===== config.mk =====
export PLATFORM = sky130hd
export DESIGN_NAME = rom_read_sequencer_flat
export DESIGN_NICKNAME = d
export VERILOG_FILES = /design/src/rtl/rom_reader_pkg.sv /design/src/rtl/rom_read_sequencer_if.sv /design/src/rtl/rom_wait_timer.sv /design/src/rtl/rom_read_sequencer.sv /design/src/flat_wrapper.sv
export SDC_FILE = /design/constraint.sdc
export NUM_CORES = 1
export LEC_CHECK = 0
export ABC_AREA = 0
export CAP_MARGIN = 0
export CORE_MARGIN = 3
export CORE_UTILIZATION = 27
export CTS_CLUSTER_DIAMETER = 150
export DETAILED_ROUTE_END_ITERATION = 8
export GPL_TIMING_DRIVEN = 0
export PLACE_DENSITY = 0.48
export RECOVER_POWER = 100
export SLEW_MARGIN = 20
export SYNTH_ARGS = -nofsm -noshare
export SYNTH_HDL_FRONTEND = slang
export SYNTH_SLANG_ARGS = --single-unit

===== constraint.sdc =====
create_clock -name clk -period 2.4 [get_ports clk]
set_clock_uncertainty 0.2 [all_clocks]
set_input_delay 0.36 -clock clk [delete_from_list [all_inputs] [get_ports clk]]
set_output_delay 0.36 -clock clk [all_outputs]
set_load 0.02 [all_outputs]

===== src/rtl/rom_reader_pkg.sv =====
// Shared definitions for the ROM dump path (sequencer, address display, transmitter).
// Latency: n/a (types and constants only).
// Backpressure: n/a.
// Contents: state encoding, default bus widths, small helper functions.
package rom_reader_pkg;

  localparam int DEF_ADDRESS_WIDTH = 9;
  localparam int DEF_DATA_WIDTH    = 8;

  typedef enum logic [2:0] {
    ST_IDLE    = 3'd0,
    ST_SETUP   = 3'd1,
    ST_ACCESS  = 3'd2,
    ST_HANDOFF = 3'd3,
    ST_DONE    = 3'd4
  } state_e;

  function automatic int max_int(input int a, input int b);
    return (a > b) ? a : b;
  endfunction

endpackage


===== src/rtl/rom_read_sequencer_if.sv =====
// ROM pin bus plus the captured-byte valid/ready stream, bundled for the sequencer.
// Latency: n/a (wires only).
// Backpressure: data_ready from the consumer stalls the byte stream.
// Modports: master = sequencer (drives ROM pins and stream), slave = ROM/consumer side.
interface rom_read_sequencer_if
  import rom_reader_pkg::*;
#(
  parameter int ADDRESS_WIDTH = DEF_ADDRESS_WIDTH,
  parameter int DATA_WIDTH    = DEF_DATA_WIDTH
) ();

  logic [ADDRESS_WIDTH-1:0] rom_address;
  logic                     rom_ce_n;
  logic                     rom_oe_n;
  logic [DATA_WIDTH-1:0]    rom_data;
  logic [DATA_WIDTH-1:0]    data_out;
  logic                     data_valid;
  logic                     data_ready;

  modport master (
    output rom_address, rom_ce_n, rom_oe_n, data_out, data_valid,
    input  rom_data, data_ready
  );

  modport slave (
    input  rom_address, rom_ce_n, rom_oe_n, data_out, data_valid,
    output rom_data, data_ready
  );

endinterface


===== src/rtl/rom_wait_timer.sv =====
// Loadable down-counter that pulses expired_o once when a loaded count runs out.
// Latency: expired_o is high during the (load_val_i+1)-th cycle after the load edge.
// Backpressure: none; a new load restarts the count immediately.
// Ports: clk, reset (sync, active-low), load_i strobe, load_val_i count, expired_o pulse.
module rom_wait_timer #(
  parameter int CNT_W = 3
) (
  input  logic             clk,
  input  logic             reset,
  input  logic             load_i,
  input  logic [CNT_W-1:0] load_val_i,
  output logic             expired_o
);

  logic [CNT_W-1:0] cnt_q, cnt_d;
  logic             armed_q, armed_d;

  // armed keeps the zero-detect from firing repeatedly while idle at zero
  assign expired_o = armed_q && (cnt_q == '0);

  always_comb begin
    cnt_d   = cnt_q;
    armed_d = armed_q;
    if (load_i) begin
      cnt_d   = load_val_i;
      armed_d = 1'b1;
    end else if (armed_q) begin
      if (cnt_q == '0) begin
        armed_d = 1'b0;
      end else begin
        cnt_d = cnt_q - CNT_W'(1);
      end
    end
  end

  always_ff @(posedge clk) begin
    if (!reset) begin
      cnt_q   <= '0;
      armed_q <= 1'b0;
    end else begin
      cnt_q   <= cnt_d;
      armed_q <= armed_d;
    end
  end

endmodule


===== src/rtl/rom_read_sequencer.sv =====
// Walks every ROM address with ce_n/oe_n timing and streams each captured byte downstream.
// Latency: SETUP_CYCLES+ACCESS_CYCLES+1 clocks per byte with data_ready held high.
// Backpressure: holds the byte in HANDOFF indefinitely while data_ready is low; no data loss.
// Ports: clk, reset (sync, active-low), start, abort, busy, done, bus (ROM pins + byte stream).
module rom_read_sequencer
  import rom_reader_pkg::*;
#(
  parameter int ADDRESS_WIDTH = DEF_ADDRESS_WIDTH,
  parameter int DATA_WIDTH    = DEF_DATA_WIDTH,
  parameter int SETUP_CYCLES  = 2,
  parameter int ACCESS_CYCLES = 50
) (
  input  logic                 clk,
  input  logic                 reset,
  input  logic                 start,
  input  logic                 abort,
  output logic                 busy,
  output logic                 done,
  rom_read_sequencer_if.master bus
);

  localparam int CNT_W = $clog2(max_int(SETUP_CYCLES, ACCESS_CYCLES)) + 1;
  localparam logic [ADDRESS_WIDTH-1:0] LAST_ADDR   = '1;
  // Timer counts down to zero inclusive, so N cycles need a load of N-1.
  localparam logic [CNT_W-1:0]         SETUP_LOAD  = CNT_W'(SETUP_CYCLES - 1);
  localparam logic [CNT_W-1:0]         ACCESS_LOAD = CNT_W'(ACCESS_CYCLES - 1);

  state_e                   state_q, state_d;
  logic [ADDRESS_WIDTH-1:0] addr_q, addr_d;
  logic                     ce_n_q, ce_n_d;
  logic                     oe_n_q, oe_n_d;
  logic [DATA_WIDTH-1:0]    data_q, data_d;
  logic                     valid_q, valid_d;
  logic                     busy_q, busy_d;
  logic                     done_q, done_d;

  logic                     tmr_load;
  logic [CNT_W-1:0]         tmr_val;
  logic                     tmr_expired;

  rom_wait_timer #(.CNT_W(CNT_W)) u_timer (
    .clk       (clk),
    .reset     (reset),
    .load_i    (tmr_load),
    .load_val_i(tmr_val),
    .expired_o (tmr_expired)
  );

  assign bus.rom_address = addr_q;
  assign bus.rom_ce_n    = ce_n_q;
  assign bus.rom_oe_n    = oe_n_q;
  assign bus.data_out    = data_q;
  assign bus.data_valid  = valid_q;
  assign busy            = busy_q;
  assign done            = done_q;

  always_comb begin
    state_d  = state_q;
    addr_d   = addr_q;
    ce_n_d   = ce_n_q;
    oe_n_d   = oe_n_q;
    data_d   = data_q;
    valid_d  = valid_q;
    busy_d   = busy_q;
    done_d   = done_q;
    tmr_load = 1'b0;
    tmr_val  = SETUP_LOAD;

    if (abort) begin
      // Address is kept so the display shows where the dump stopped; a byte
      // in HANDOFF counts as undelivered even if data_ready is also high.
      state_d = ST_IDLE;
      valid_d = 1'b0;
      ce_n_d  = 1'b1;
      oe_n_d  = 1'b1;
      busy_d  = 1'b0;
      done_d  = 1'b0;
    end else begin
      unique case (state_q)
        ST_IDLE, ST_DONE: begin
          if (start) begin
            state_d  = ST_SETUP;
            addr_d   = '0;
            ce_n_d   = 1'b0;
            oe_n_d   = 1'b1;
            busy_d   = 1'b1;
            done_d   = 1'b0;
            tmr_load = 1'b1;
            tmr_val  = SETUP_LOAD;
          end
        end
        ST_SETUP: begin
          if (tmr_expired) begin
            state_d  = ST_ACCESS;
            oe_n_d   = 1'b0;
            tmr_load = 1'b1;
            tmr_val  = ACCESS_LOAD;
          end
        end
        ST_ACCESS: begin
          if (tmr_expired) begin
            state_d = ST_HANDOFF;
            data_d  = bus.rom_data;
            valid_d = 1'b1;
            ce_n_d  = 1'b1;
            oe_n_d  = 1'b1;
          end
        end
        ST_HANDOFF: begin
          if (bus.data_ready) begin
            valid_d = 1'b0;
            if (addr_q == LAST_ADDR) begin
              state_d = ST_DONE;
              done_d  = 1'b1;
              busy_d  = 1'b0;
            end else begin
              state_d  = ST_SETUP;
              addr_d   = addr_q + ADDRESS_WIDTH'(1);
              ce_n_d   = 1'b0;
              tmr_load = 1'b1;
              tmr_val  = SETUP_LOAD;
            end
          end
        end
        default: begin
          state_d = ST_IDLE;
          ce_n_d  = 1'b1;
          oe_n_d  = 1'b1;
          valid_d = 1'b0;
          busy_d  = 1'b0;
        end
      endcase
    end
  end

  always_ff @(posedge clk) begin
    if (!reset) begin
      state_q <= ST_IDLE;
      addr_q  <= '0;
      ce_n_q  <= 1'b1;
      oe_n_q  <= 1'b1;
      data_q  <= '0;
      valid_q <= 1'b0;
      busy_q  <= 1'b0;
      done_q  <= 1'b0;
    end else begin
      state_q <= state_d;
      addr_q  <= addr_d;
      ce_n_q  <= ce_n_d;
      oe_n_q  <= oe_n_d;
      data_q  <= data_d;
      valid_q <= valid_d;
      busy_q  <= busy_d;
      done_q  <= done_d;
    end
  end

endmodule


===== src/flat_wrapper.sv =====
// flat-port wrapper written by rule: the top's interface ports become plain ports
module rom_read_sequencer_flat import rom_reader_pkg::*;
#(
  parameter int ADDRESS_WIDTH = DEF_ADDRESS_WIDTH,
  parameter int DATA_WIDTH    = DEF_DATA_WIDTH,
  parameter int SETUP_CYCLES  = 2,
  parameter int ACCESS_CYCLES = 50
)
  (clk, reset, start, abort, busy, done, bus_rom_address, bus_rom_ce_n, bus_rom_oe_n, bus_data_out, bus_data_valid, bus_rom_data, bus_data_ready);
  rom_read_sequencer_if #(.ADDRESS_WIDTH(ADDRESS_WIDTH), .DATA_WIDTH(DATA_WIDTH)) bus_i ();
  input  logic clk;
  input  logic reset;
  input  logic start;
  input  logic abort;
  output logic busy;
  output logic done;
  output wire logic [$bits(bus_i.rom_address)-1:0] bus_rom_address;
  output wire logic [$bits(bus_i.rom_ce_n)-1:0] bus_rom_ce_n;
  output wire logic [$bits(bus_i.rom_oe_n)-1:0] bus_rom_oe_n;
  output wire logic [$bits(bus_i.data_out)-1:0] bus_data_out;
  output wire logic [$bits(bus_i.data_valid)-1:0] bus_data_valid;
  input wire logic [$bits(bus_i.rom_data)-1:0] bus_rom_data;
  input wire logic [$bits(bus_i.data_ready)-1:0] bus_data_ready;
  assign bus_rom_address = bus_i.rom_address;
  assign bus_rom_ce_n = bus_i.rom_ce_n;
  assign bus_rom_oe_n = bus_i.rom_oe_n;
  assign bus_data_out = bus_i.data_out;
  assign bus_data_valid = bus_i.data_valid;
  assign bus_i.rom_data = bus_rom_data;
  assign bus_i.data_ready = bus_data_ready;
  rom_read_sequencer #(.ADDRESS_WIDTH(ADDRESS_WIDTH), .DATA_WIDTH(DATA_WIDTH), .SETUP_CYCLES(SETUP_CYCLES), .ACCESS_CYCLES(ACCESS_CYCLES)) u_core (.clk(clk), .reset(reset), .start(start), .abort(abort), .busy(busy), .done(done), .bus(bus_i));
endmodule

==> run metrics, run 1 <==
first-pass GRT wire length 6.775 mm; DRT Pass-1 Iters 5; Critical Path End Type flop; Met1 Wirelength 2.046 mm; Top Layer Used met4; Post-CTS Hold Fix Bufs 0; Util after Layout 37.92%; worst slack at placement -0.3816 ns; Max-cap violations 0; #FFs+latches synth 33; static leakage 0.0008279 uW; Avg Synthesized Cell Area 8.487 um^2; FMAX 437.2 MHz; Seq/Total Area, Yosys 41.19%; Post-route DRC 0; dpl hpwl 2.873 mm; Placeable Area 0.005642 mm^2; Worst-Skew Late Latency 0.28 ns; Syn-to-layout area delta 33.39%; Hold WS 0.2542 ns; vias per cell 5.030; Compound-Gate Fraction of Synth Area 22.23%; CTS root buf clkbuf_8; Total Wirelength 3.969 mm; Async S/R FF share, synth 0%; Synth Area in Simple Gates 22.00%; setup violators final 0; top-count cell post-synth dfxtp_1; Pwr Density 534.1 mW/mm^2; antenna violations before repair 0; Setup CP Type flop to flop; hold endpoint u_core.done; worst-path fanout max 10; clk slew on worst S/H paths 0.07 ns; Clock Tree Buf Depth 2; routed vias 1514; Post-synth EDFFs 0; synth cell count leaders dfxtp_1 (33), a21oi_1 (19), nor2_1 (16); Synth area leaders dfxtp_1 (41%), a21oi_1 (5.9%), mux2i_1 (5.0%), nor2_1 (3.7%), ha_1 (3.1%); Worst R2R Setup Slack 0.11 ns; Synth Area in XOR/XNOR 1.092%; cell taking the most area after synthesis dfxtp_1; Worst R2R Start u_core.bus.rom_address[0]; Syn Nets 206; Inserted Diodes 0; post-synth top area share 41.19%; HP Start u_core.done; Nets 246; met3 WL 175 um; r2r worst-path depth 8; GP Congestion 0.8274; library cells used by synthesis 44; total track usage 11.88%; mux cell area share after synthesis 4.992%; Worst setup SP type flop; WHS Path Cells 2; number of CTS-inserted buffers 5; H-tree depth 2; metal2 WL 1.675 mm; final worst-path cycle share 95.31%; Synth Instances 189; Worst Tran Pin Value 0.6739 ns; Die Y 83.08 um; YS warnings 0; largest family of logic cells by synthesized area compound AO/OA/AOI/OAI gates; count of final hold-check violations 0; I/O pin count 35; CP Data Arrival Time 2.30 ns; total gr overflow 0; vias in the first global route 1419; final slew viol count 0; Period minus WS final 2.287 ns; adder-cell share of the synthesized area 3.120%; Max-slew headroom 54.77%; worst hold path type flop to flop; routed len/inst 13.19 um; CTS Sinks 33; die area 0.006901 mm^2; Initial Utilization 28.43%; layout cells sized above 1 9.607%; Rows 27; Req. time, crit path 2.41 ns; top_reg_cell synth dfxtp_1; PnR worst setup slack 0.1125 ns; largest net degree at the start of global routing 11; Mapped Area 0.001604 mm^2; status completed; design area 0.002140 mm^2; worst IR drop on VDD 0.0002065 V; port bufs 33; die width 83.08 um; Sum Neg Setup Slack 0 ns; FF-to-FF End u_core.bus.rom_address[5]; initial drt markers 49; CTS tree yes; RSZ-0062 raised after global routing no; dpl cell area 0.002024 mm^2; number of routed nets with antenna violations 0
==> registers in the layout, indices dropped and copies added (netlist names) <==
register                count
u_core.u_timer.cnt_q        7
u_core.state_q              3
u_core.bus.rom_oe_n         1
u_core.done                 1
u_core.bus.data_out         8
u_core.busy                 1
u_core.bus.rom_ce_n         1
u_core.bus.data_valid       1
u_core.u_timer.armed_q      1
u_core.bus.rom_address      9
==> layer usage <==
layer / track usage, % / up-vias
met5: 0 / -
met4: 5.349 / 0
met3: 3.472 / 6
met2: 17.20 / 30
met1: 16.18 / 703
li1: - / 775
==> metrics by stage <==
| step | cells | power (uW) |
|---|---|---|
| after floorplan | 189 | 674.0 |
| after global placement | 294 | 731.2 |
| after detailed placement | 294 | 730.4 |
| after CTS | 302 | 1161 |
| after global routing | 301 | 1202 |
| final | 301 | 1143 |
==> kinds of logic (layout without fill, tap and decap cells) <==
family | Yosys count | after routing
xor gates and xnor gates | 2 | 2
and+or+nand+nor | 65 | 65
muxes | 8 | 8
DFF | 33 | 33
AOI/OAI and AO/OA | 56 | 56
adders and majority gates | 4 | 4
buffers and inverters | 21 | 61
==> cell type report <==
type                    count  area (um^2)
multi-input cells         135        884.6
plain buffers               9        41.29
inverters                  11        41.29
flip-flops and latches     33        663.1
fillers                   574         3502
well taps                  72        90.09
repair buffers             34        332.8
clock buffers               7        86.33
==> where the power goes <==
part / internal (uW) / total (uW) / switching [uW]
clock network: 227 / 424 / 197
registers: 559 / 570 / 11.0
logic: 62.2 / 149 / 86.8
total: 848 / 1140 / 294
==> how the worst max path moves through the flow <==
stage                               from                         to  slack [ns]
2_1_floorplan  u_core.bus.rom_address[0]  u_core.bus.rom_address[7]        0.09
4_1_cts        u_core.bus.rom_address[0]  u_core.bus.rom_address[5]       0.004
3_5_place_dp                       start  u_core.bus.rom_address[7]       -0.38
6_report       u_core.bus.rom_address[0]  u_core.bus.rom_address[5]        0.11
3_3_place_gp                       start  u_core.bus.rom_address[7]       -0.39
5_1_grt          u_core.u_timer.cnt_q[2]     u_core.bus.data_out[2]        0.01
==> worst max-delay path, stage by stage, from the launching register on <==
cell and delay [ns]:
dfxtp_2 0.34, ha_2 0.19, nand3_1 0.08, nor2_1 0.05, ha_1 0.21, nand3b_1 0.19
o22a_2 0.30, or4_1 0.48, a21oi_1 0.17
==> cells in the final DEF, fill, tap and decap left out, drive strengths merged, types with 3 or more instances in the layout <==
cell,instances
a21oi,19
a311oi,3
a31oi,3
buf,4
clkbuf,13
clkdlybuf4s50,9
dfxtp,33
dlygate4sd3,23
ha,4
inv,11
mux2i,8
nand2,13
nand3,8
nand3b,3
nor2,16
nor3,5
o21a,3
o21ai,9
o31ai,6
or3,3
or4,6
==> timing repair <==
item                                    CTS  global route
resized for setup                         3             9
endpoints found under the setup margin   12             9
gates cloned                              0             0
pin swaps                                 0             0
buffers inserted                          1             0
(Power assumes the default switching activity.)
==> run 2, diff against run 1 <==
==> constraint.sdc (replaced) <==
create_clock -name clk -period 2.75 [get_ports clk]
set_clock_uncertainty 0.2 [all_clocks]
set_input_delay 0.4125 -clock clk [delete_from_list [all_inputs] [get_ports clk]]
set_output_delay 0.4125 -clock clk [all_outputs]
set_load 0.02 [all_outputs]
==> run 2 against run 1 <==
  * Non-clock buffer count is the same
  * Via count grew 0.66%
  * Die area is the same
  * Highest routed layer unchanged
  * Critical path type is now primary input to flop
  * Global-route usage is the same
  * Sequential power shrank 13%
==> run metrics, run 2 (same netlist as run 1, synthesis figures left out) <==
Worst R2R Setup Slack 0.29 ns; Req. time, crit path 2.76 ns; antenna violations before repair 0; Max-cap violations 0; worst hold path type flop to flop; Util after Layout 37.33%; largest net degree at the start of global routing 11; first-pass GRT wire length 6.762 mm; Post-CTS Setup Inserts 0; GP Congestion 0.8274; H-tree depth 2; CP Data Arrival Time 2.48 ns; routed len/inst 13.13 um; worst-path fanout max 10; max reg flops 9; total track usage 11.88%; final slew viol count 0; commonest non-fill, non-tap cell in the layout dfxtp_1; FF-to-FF End u_core.bus.rom_address[5]; Worst-Skew Late Latency 0.28 ns; Inserted Diodes 0; clk slew on worst S/H paths 0.07 ns; I/O pin count 35; HP Start u_core.done; Post-route DRC 0; status completed; Rows 27; Syn-to-layout area delta 31.28%; die width 83.08 um; dpl cell area 0.002024 mm^2; dpl hpwl 2.873 mm; count of final hold-check violations 0; Worst setup SP type primary input; RSZ-0062 raised after global routing no; vias per cell 5.063; design area 0.002106 mm^2; final worst-path cycle share 89.81%; Critical Path End Type flop; Worst R2R Start u_core.bus.rom_address[0]; DRT Pass-1 Iters 4; die area 0.006901 mm^2; # fillers 575; vias in the first global route 1424; most frequent cells in the layout dfxtp_1 (33), dlygate4sd3_1 (23), a21oi_1 (19); CTS tree yes; Clock Tree Buf Depth 2; initial drt markers 53; hold endpoint u_core.done; Pwr Density 472.0 mW/mm^2; Hold WS 0.2543 ns; CTS root buf clkbuf_8; Nets 246; Initial Utilization 28.43%; Placeable Area 0.005642 mm^2; total power 993.9 uW; static leakage 0.0008251 uW; worst IR drop on VDD 0.0001681 V; CTS Sinks 33; number of CTS-inserted buffers 5; Die Y 83.08 um; Total Wirelength 3.953 mm; layout cells sized above 1 6.550%; total gr overflow 0; setup violators final 0; Setup CP Type primary input to flop; port bufs 33; WHS Path Cells 2; routed vias 1524; Multi-input gate area 853.3 um^2; Worst Tran Pin Value 0.6861 ns; Post-CTS Hold Fix Bufs 0; Max-slew headroom 53.88%; post-CTS sizing 0; FMAX 404.9 MHz; register area 660.6 um^2; number of routed nets with antenna violations 0; Period minus WS final 2.470 ns; r2r worst-path depth 9
-- run 2: cell types whose count changed in the layout (fill, tap and decap cells not counted), moves of 2 or more --
| cell | previous run | this run |
|---|---|---|
| o31ai_1 | 3 | 6 |
| o31ai_2 | 3 | 0 |
| clkbuf_2 | 0 | 2 |
| dfxtp_1 | 31 | 33 |
| dfxtp_2 | 2 | 0 |
-- run 2: worst max path at each step --
stage                         startpoint                        end  slack [ns]  depth (start not counted)
6_report                           start  u_core.bus.rom_address[5]        0.28                          7
5_1_grt        u_core.bus.rom_address[0]  u_core.bus.rom_address[7]        0.09                         10
4_1_cts        u_core.bus.rom_address[0]  u_core.bus.rom_address[3]        0.18                         10
3_5_place_dp                       start  u_core.bus.rom_address[7]       -0.08                          8
3_3_place_gp                       start  u_core.bus.rom_address[7]        -0.1                          8
2_1_floorplan  u_core.bus.rom_address[0]  u_core.bus.rom_address[7]        0.44                          9
-- run 2: where the power goes --
part | total [uW] | internal [uW] | leakage, uW | switching (uW)
registers | 496 | 487 | 0.000267 | 8.63
logic | 127 | 51.6 | 0.000514 | 75.4
clock network | 371 | 198 | 0.0000443 | 172
-- run 2: worst max-delay path: stages --
cell and delay, ns:
clkdlybuf4s50_1 0.55, or3b_1 0.35, buf_2 0.16, o22a_1 0.19, buf_2 0.17, or4_1 0.47
a21oi_1 0.17
-- run 2: stage by stage --
step	cells	setup slack [ns]	TNS [ns]
2_1_floorplan	189	0.4391	0
3_3_place_gp	294	-0.09504	-0.2647
3_5_place_dp	294	-0.08410	-0.2002
4_1_cts	301	0.1803	0
5_1_grt	301	0.09441	0
6_report	301	0.2802	0
-- run 2: layout make-up --
| cell class | count | area share (%) |
|---|---|---|
| Timing Repair Buffer | 33 | 15.69 |
| Multi-Input combinational cell | 135 | 40.52 |
| Tap cell | 72 | 4.278 |
| Sequential cell | 33 | 31.37 |
| Buffer | 10 | 2.080 |
| Clock buffer | 7 | 4.100 |
| Inverter | 11 | 1.961 |
-- run 2: metal layers --
metal  track usage (%)  vias up  part of all wire, %
li1                  -      774                    -
met1             16.06      707                   51
met2             17.35       37                   42
met3             3.472        6                  5.2
met4             5.349        0                  1.8
met5                 0        -                    0
